--- src/rtl/pea_cfg_loader.sv ---
// PEA configuration loader: streams one word per PE into a shadow bank,
// checks select fields and commits a clean load atomically to the active bank.
module pea_cfg_loader #(
  parameter int N_PE  = 16,
  parameter int CFG_W = 32
) (
  input  logic                    clk_i,
  input  logic                    rst_i,
  input  logic                    start_i,
  input  logic                    abort_i,
  input  logic                    cfg_valid_i,
  input  logic [CFG_W-1:0]        cfg_data_i,
  output logic                    cfg_ready_o,
  output logic                    busy_o,
  output logic                    done_o,
  output logic                    err_o,
  output logic [$clog2(N_PE)-1:0] err_idx_o,
  output logic                    cfg_update_o,
  output logic [N_PE*CFG_W-1:0]   pe_cfg_o
);

  localparam int IW = $clog2(N_PE);

  typedef enum logic [1:0] {
    IDLE,
    LOAD,
    COMMIT
  } state_e;

  state_e                  state_q;
  logic [IW-1:0]           cnt_q;
  logic [IW-1:0]           err_idx_q;
  logic                    err_flag_q;
  logic                    err_q;
  logic                    done_q;
  logic                    upd_q;
  logic [CFG_W-1:0]        shadow_q [N_PE];
  logic [N_PE*CFG_W-1:0]   active_q;
  logic                    accept;
  logic                    illegal;

  assign cfg_ready_o  = (state_q == LOAD);
  assign busy_o       = (state_q != IDLE);
  assign done_o       = done_q;
  assign err_o        = err_q;
  assign err_idx_o    = err_idx_q;
  assign cfg_update_o = upd_q;
  assign pe_cfg_o     = active_q;

  // abort wins over a simultaneous handshake
  assign accept  = cfg_ready_o & cfg_valid_i & ~abort_i;
  assign illegal = (cfg_data_i[7:4] > 4'd8)
                 | (cfg_data_i[11:8] > 4'd8)
                 | (&cfg_data_i[14:12]);

  always_ff @(posedge clk_i or posedge rst_i) begin
    if (rst_i) begin
      state_q    <= IDLE;
      cnt_q      <= '0;
      err_idx_q  <= '0;
      err_flag_q <= 1'b0;
      err_q      <= 1'b0;
      done_q     <= 1'b0;
      upd_q      <= 1'b0;
      active_q   <= '0;
    end else begin
      done_q <= 1'b0;
      upd_q  <= 1'b0;
      unique case (state_q)
        IDLE: begin
          if (start_i) begin
            state_q    <= LOAD;
            cnt_q      <= '0;
            err_q      <= 1'b0;
            err_idx_q  <= '0;
            err_flag_q <= 1'b0;
          end
        end
        LOAD: begin
          if (abort_i) begin
            state_q    <= IDLE;
            err_flag_q <= 1'b0;
          end else if (accept) begin
            cnt_q <= cnt_q + 1'b1;
            if (illegal && !err_flag_q) begin
              err_flag_q <= 1'b1;
              err_idx_q  <= cnt_q;
            end
            if (cnt_q == IW'(N_PE - 1)) begin
              state_q <= COMMIT;
            end
          end
        end
        COMMIT: begin
          state_q <= IDLE;
          done_q  <= 1'b1;
          if (err_flag_q) begin
            err_q <= 1'b1;
          end else begin
            upd_q <= 1'b1;
            for (int k = 0; k < N_PE; k++) begin
              active_q[k*CFG_W +: CFG_W] <= shadow_q[k];
            end
          end
        end
        default: state_q <= IDLE;
      endcase
    end
  end

  // shadow contents only matter during a load, so no reset
  always_ff @(posedge clk_i) begin
    if (accept) begin
      shadow_q[cnt_q] <= cfg_data_i;
    end
  end

endmodule

--- config.mk ---
export PLATFORM = sky130hd
export DESIGN_NAME = pea_cfg_loader
export DESIGN_NICKNAME = d
export VERILOG_FILES = /design/src/rtl/pea_cfg_loader.sv
export SDC_FILE = /design/constraint.sdc
export NUM_CORES = 1
export LEC_CHECK = 0
export BUFFER_PORTS_ARGS = -buffer_cell sky130_fd_sc_hd__buf_2
export CORE_MARGIN = 4
export CORE_UTILIZATION = 40
export CTS_CLUSTER_DIAMETER = 60
export DETAILED_ROUTE_END_ITERATION = 6
export GPL_TIMING_DRIVEN = 0
export PLACE_DENSITY = 0.62
export SYNTH_ARGS = -nofsm -noshare
export SYNTH_HDL_FRONTEND = slang
export SYNTH_SLANG_ARGS = --single-unit
--- constraint.sdc ---
create_clock -name clk_i -period 31.5 [get_ports clk_i]
set_input_delay 0 -clock clk_i [delete_from_list [all_inputs] [get_ports clk_i]]
set_output_delay 0 -clock clk_i [all_outputs]
set_load 0.1 [all_outputs]
==> results.py <==
metrics = {
    "floorplanning": {
        "die_h_um": 314,
        "io_pins": 558,
        "initial_core_util_pct": 40.3,
        "dieArea_mm2": 0.0989,
        "die_x_um": 314,
        "core_area_mm2": 0.0932,
        "rows": 112,
    },
    "pwr": {
        "swShare_pct": 20.8,
        "seqPwrFrac_pct": 51.8,
        "irDropWorstVdd_uv": 48.3,
        "pwr-share-clk_pct": 46.3,
        "leakage_nw": 21.0,
        "p_comb_share_pct": 1.9,
        "power_density_mw_per_mm2": 59.7,
        "p_sw_mw": 0.576,
        "power.internal_mw": 2.19,
    },
    "timing": {
        "relSlewSlack_pct": 36.9,
        "tightest_slew_ns": 0.947,
        "max_freq_mhz": 378,
        "final.setup.worst_slack_ns": 28.85,
        "slew_violations": 0,
        "final.period_utilization_pct": 8.41,
        "finClkSkew_ns": 0.0271,
        "hold_viol": 0,
        "whs_ns": 0.00991,
        "setup_viol": 0,
        "finalSetupTns_ns": 0,
        "rsz0062_at_grt": "no",
        "finalCriticalPeriod_ns": 2.65,
    },
    "detailed_routing": {
        "vias": 18000,
        "dr.pass1.iters": 5,
        "wirelength_um": 98800,
        "drc": 0,
        "wire_per_inst_um": 26.4,
        "antenna_left": 0,
        "viasPerCell": 4.79,
        "drtIter0Drc": 1112,
    },
    "clock_tree": {
        "clk_pin_slew_ns": 0.06,
        "clock_sinks": 1038,
        "numCtsBuffers": 108,
        "clk-insertion-delay-late_ns": 0.67,
        "cts-resized-gates": 0,
        "clockRootBuffer": "clkbuf_16",
        "post_cts_buffers": 0,
        "htree_levels": 3,
        "cts_buffer_depth": 3,
        "holdBufCountCts": 38,
        "cts_tree": "yes",
    },
    "cells_and_area": {
        "mostFrequentLayoutCell": "buf_2",
        "nFillCells": 7539,
        "area_growth_pct": 23.4,
        "stdcell_area_mm2": 0.0464,
        "drive_gt1_share_pct": 53.5,
        "final_cell_mix": "buf_2 (557), dfrtp_1 (526), edfxtp_1 (512)",
        "final_core_util_pct": 49.8,
        "nNetsFinal": 2440,
    },
    "yosys": {
        "ys_warn_count": 0,
        "syn_nets": 1716,
        "netlist_area_mm2": 0.0376,
        "synthCells": 1675,
        "synth_cell_type_count": 33,
        "ys_ff_latch": 1038,
        "ys_seq_area_share_pct": 76.0,
        "synth.avg_cell_area_um2": 22.4,
    },
    "grt": {
        "antenna_found_initial": 1,
        "grtUsageTotal_pct": 19.7,
        "grt_pass1_wl_um": 141000,
        "first_global_vias": 19500,
        "grt_max_degree": 123,
        "overflow": 0,
    },
    "placed_design": {
        "dp_hpwl_um": 65100,
        "placed_cell_area_mm2": 0.0424,
        "io_buffers": 557,
        "place.gp.congestion": 0.793,
        "place_ws_ns": 28.98,
    },
    "setup_path": {
        "endpoint_kind": "register",
        "path_class": "reg2reg",
        "crit_required_ns": 32.05,
        "path_max_fanout": 22,
        "startpoint_type": "register",
        "arrival_ns": 3.20,
    },
    "status": {
        "outcome": "completed",
    },
    "hold_path": {
        "hp-class": "in2async",
    },
    "flow_run": {
        "cap_violations": 0,
    },
}
==> kinds of logic (layout without fill, tap and decap cells) <==
group | Yosys count | after routing | share of synthesized area, %
DFF | 1038 | 1038 | 76.0
muxes | 512 | 512 | 20.0
buffers and inverters | 63 | 881 | 2.85
and+or+nand+nor | 43 | 43 | 0.719
AOI/OAI and AO/OA | 13 | 13 | 0.256
adders and majority gates | 4 | 4 | 0.133
xor gates and xnor gates | 2 | 2 | 0.0466
other | 0 | 1 | 0
==> path summary, 6_finish.rpt <==
path,start,slack [ns],cells after the start,endpoint
worst max-delay path,state_q[0]$_DFFE_PP0P_,28.85,6,state_q[0]$_DFFE_PP0P_
worst min-delay path,rst_i,0.01,3,pe_cfg_o[80]$_DFFE_PP0P_
worst max register to register,state_q[0]$_DFFE_PP0P_,28.85,6,state_q[0]$_DFFE_PP0P_
worst min register to register,shadow_q[2][11]$_DFFE_PP_,0.46,1,pe_cfg_o[75]$_DFFE_PP0P_
max in group asynchronous,rst_i,29.70,5,pe_cfg_o[449]$_DFFE_PP0P_
min in group clk_i,cfg_data_i[25],0.35,2,shadow_q[2][25]$_DFFE_PP_
==> layout make-up <==
cell class | instances | area (µm²) | share of cell area [%]
flip-flops and latches | 1038 | 28500 | 61.5
multi-input cells | 574 | 7980 | 17.2
repair buffers | 614 | 3580 | 7.72
clock buffers | 167 | 3270 | 7.05
well taps | 1254 | 1570 | 3.38
plain buffers | 59 | 1060 | 2.28
clock inverters | 37 | 358 | 0.772
inverters | 4 | 22.5 | 0.0486
diodes | 1 | 2.50 | 0.00540
==> registers in the layout (all words and copies together) (netlist names) <==
signal	flops
shadow_q	512
err_idx_o	4
cnt_q	4
pe_cfg_o	512
err_o	1
state_q	2
done_o	1
err_flag_q	1
cfg_update_o	1
==> critical path, cell delays in order, from the launching register on <==
cell           delay (ns)
dfrtp_1              0.52
and4bb_2             0.35
and3_1               0.25
and2_2               0.52
buf_12               0.26
a211oi_1             0.07
dlygate4sd3_1        0.56
==> cells in the mapped netlist <==
| cell type | number | area (µm²) |
|---|---|---|
| and4bb_2 | 1 | 12.5 |
| a21oi_1 | 1 | 5.00 |
| a22o_1 | 5 | 43.8 |
| edfxtp_1 | 512 | 15400 |
| nand2b_1 | 2 | 12.5 |
| nand4bb_1 | 1 | 11.3 |
| mux2_2 | 43 | 484 |
| clkbuf_1 | 1 | 3.75 |
| nor3_1 | 2 | 10.0 |
| and2_1 | 13 | 81.3 |
| a221o_1 | 1 | 10.0 |
| buf_4 | 4 | 30.0 |
| buf_12 | 44 | 881 |
| and2b_1 | 1 | 7.51 |
| buf_8 | 8 | 120 |
| nand2_1 | 5 | 18.8 |
| and3_1 | 6 | 37.5 |
| ha_1 | 4 | 50.1 |
| dfrtp_1 | 526 | 13200 |
| nand3b_1 | 1 | 7.51 |
| xor2_1 | 2 | 17.5 |
| buf_6 | 2 | 22.5 |
| mux2_4 | 469 | 7040 |
| nand3_1 | 1 | 5.00 |
| nor3b_1 | 1 | 7.51 |
| nor2_1 | 5 | 18.8 |
| o31ai_1 | 2 | 15.0 |
| o21ai_0 | 3 | 15.0 |
| nand4_1 | 1 | 6.26 |
| nor2b_4 | 2 | 27.5 |
| a211oi_1 | 1 | 7.51 |
| inv_1 | 4 | 15.0 |
| or2_2 | 1 | 6.26 |
==> power by group through the flow <==
stage          registers, mW  clock network (mW)  logic (mW)
3_3_place_gp            1.46                   0      0.0469
4_1_cts                 1.43                1.31      0.0555
3_5_place_dp            1.46                   0      0.0513
2_1_floorplan           1.46                   0      0.0186
6_report                1.43                1.28      0.0538
5_1_grt                 1.43                1.37      0.0591
==> layer usage <==
layer / part of all wire, % / wire length [µm] / GRT usage, %
met5: 0 / 0 / 0
met1: 42 / 41500 / 25.5
met3: 6.5 / 6380 / 5.11
met4: 2.3 / 2270 / 5.58
met2: 49 / 48700 / 33.0
==> per-stage QoR <==
| step | total power, mW | std cells |
|---|---|---|
| floorplan | 1.48 | 1675 |
| global placement | 1.51 | 3486 |
| detailed placement | 1.51 | 3505 |
| CTS | 2.80 | 3747 |
| global route | 2.86 | 3747 |
| finish | 2.77 | 3748 |
Power figures use the tool's default switching activity.
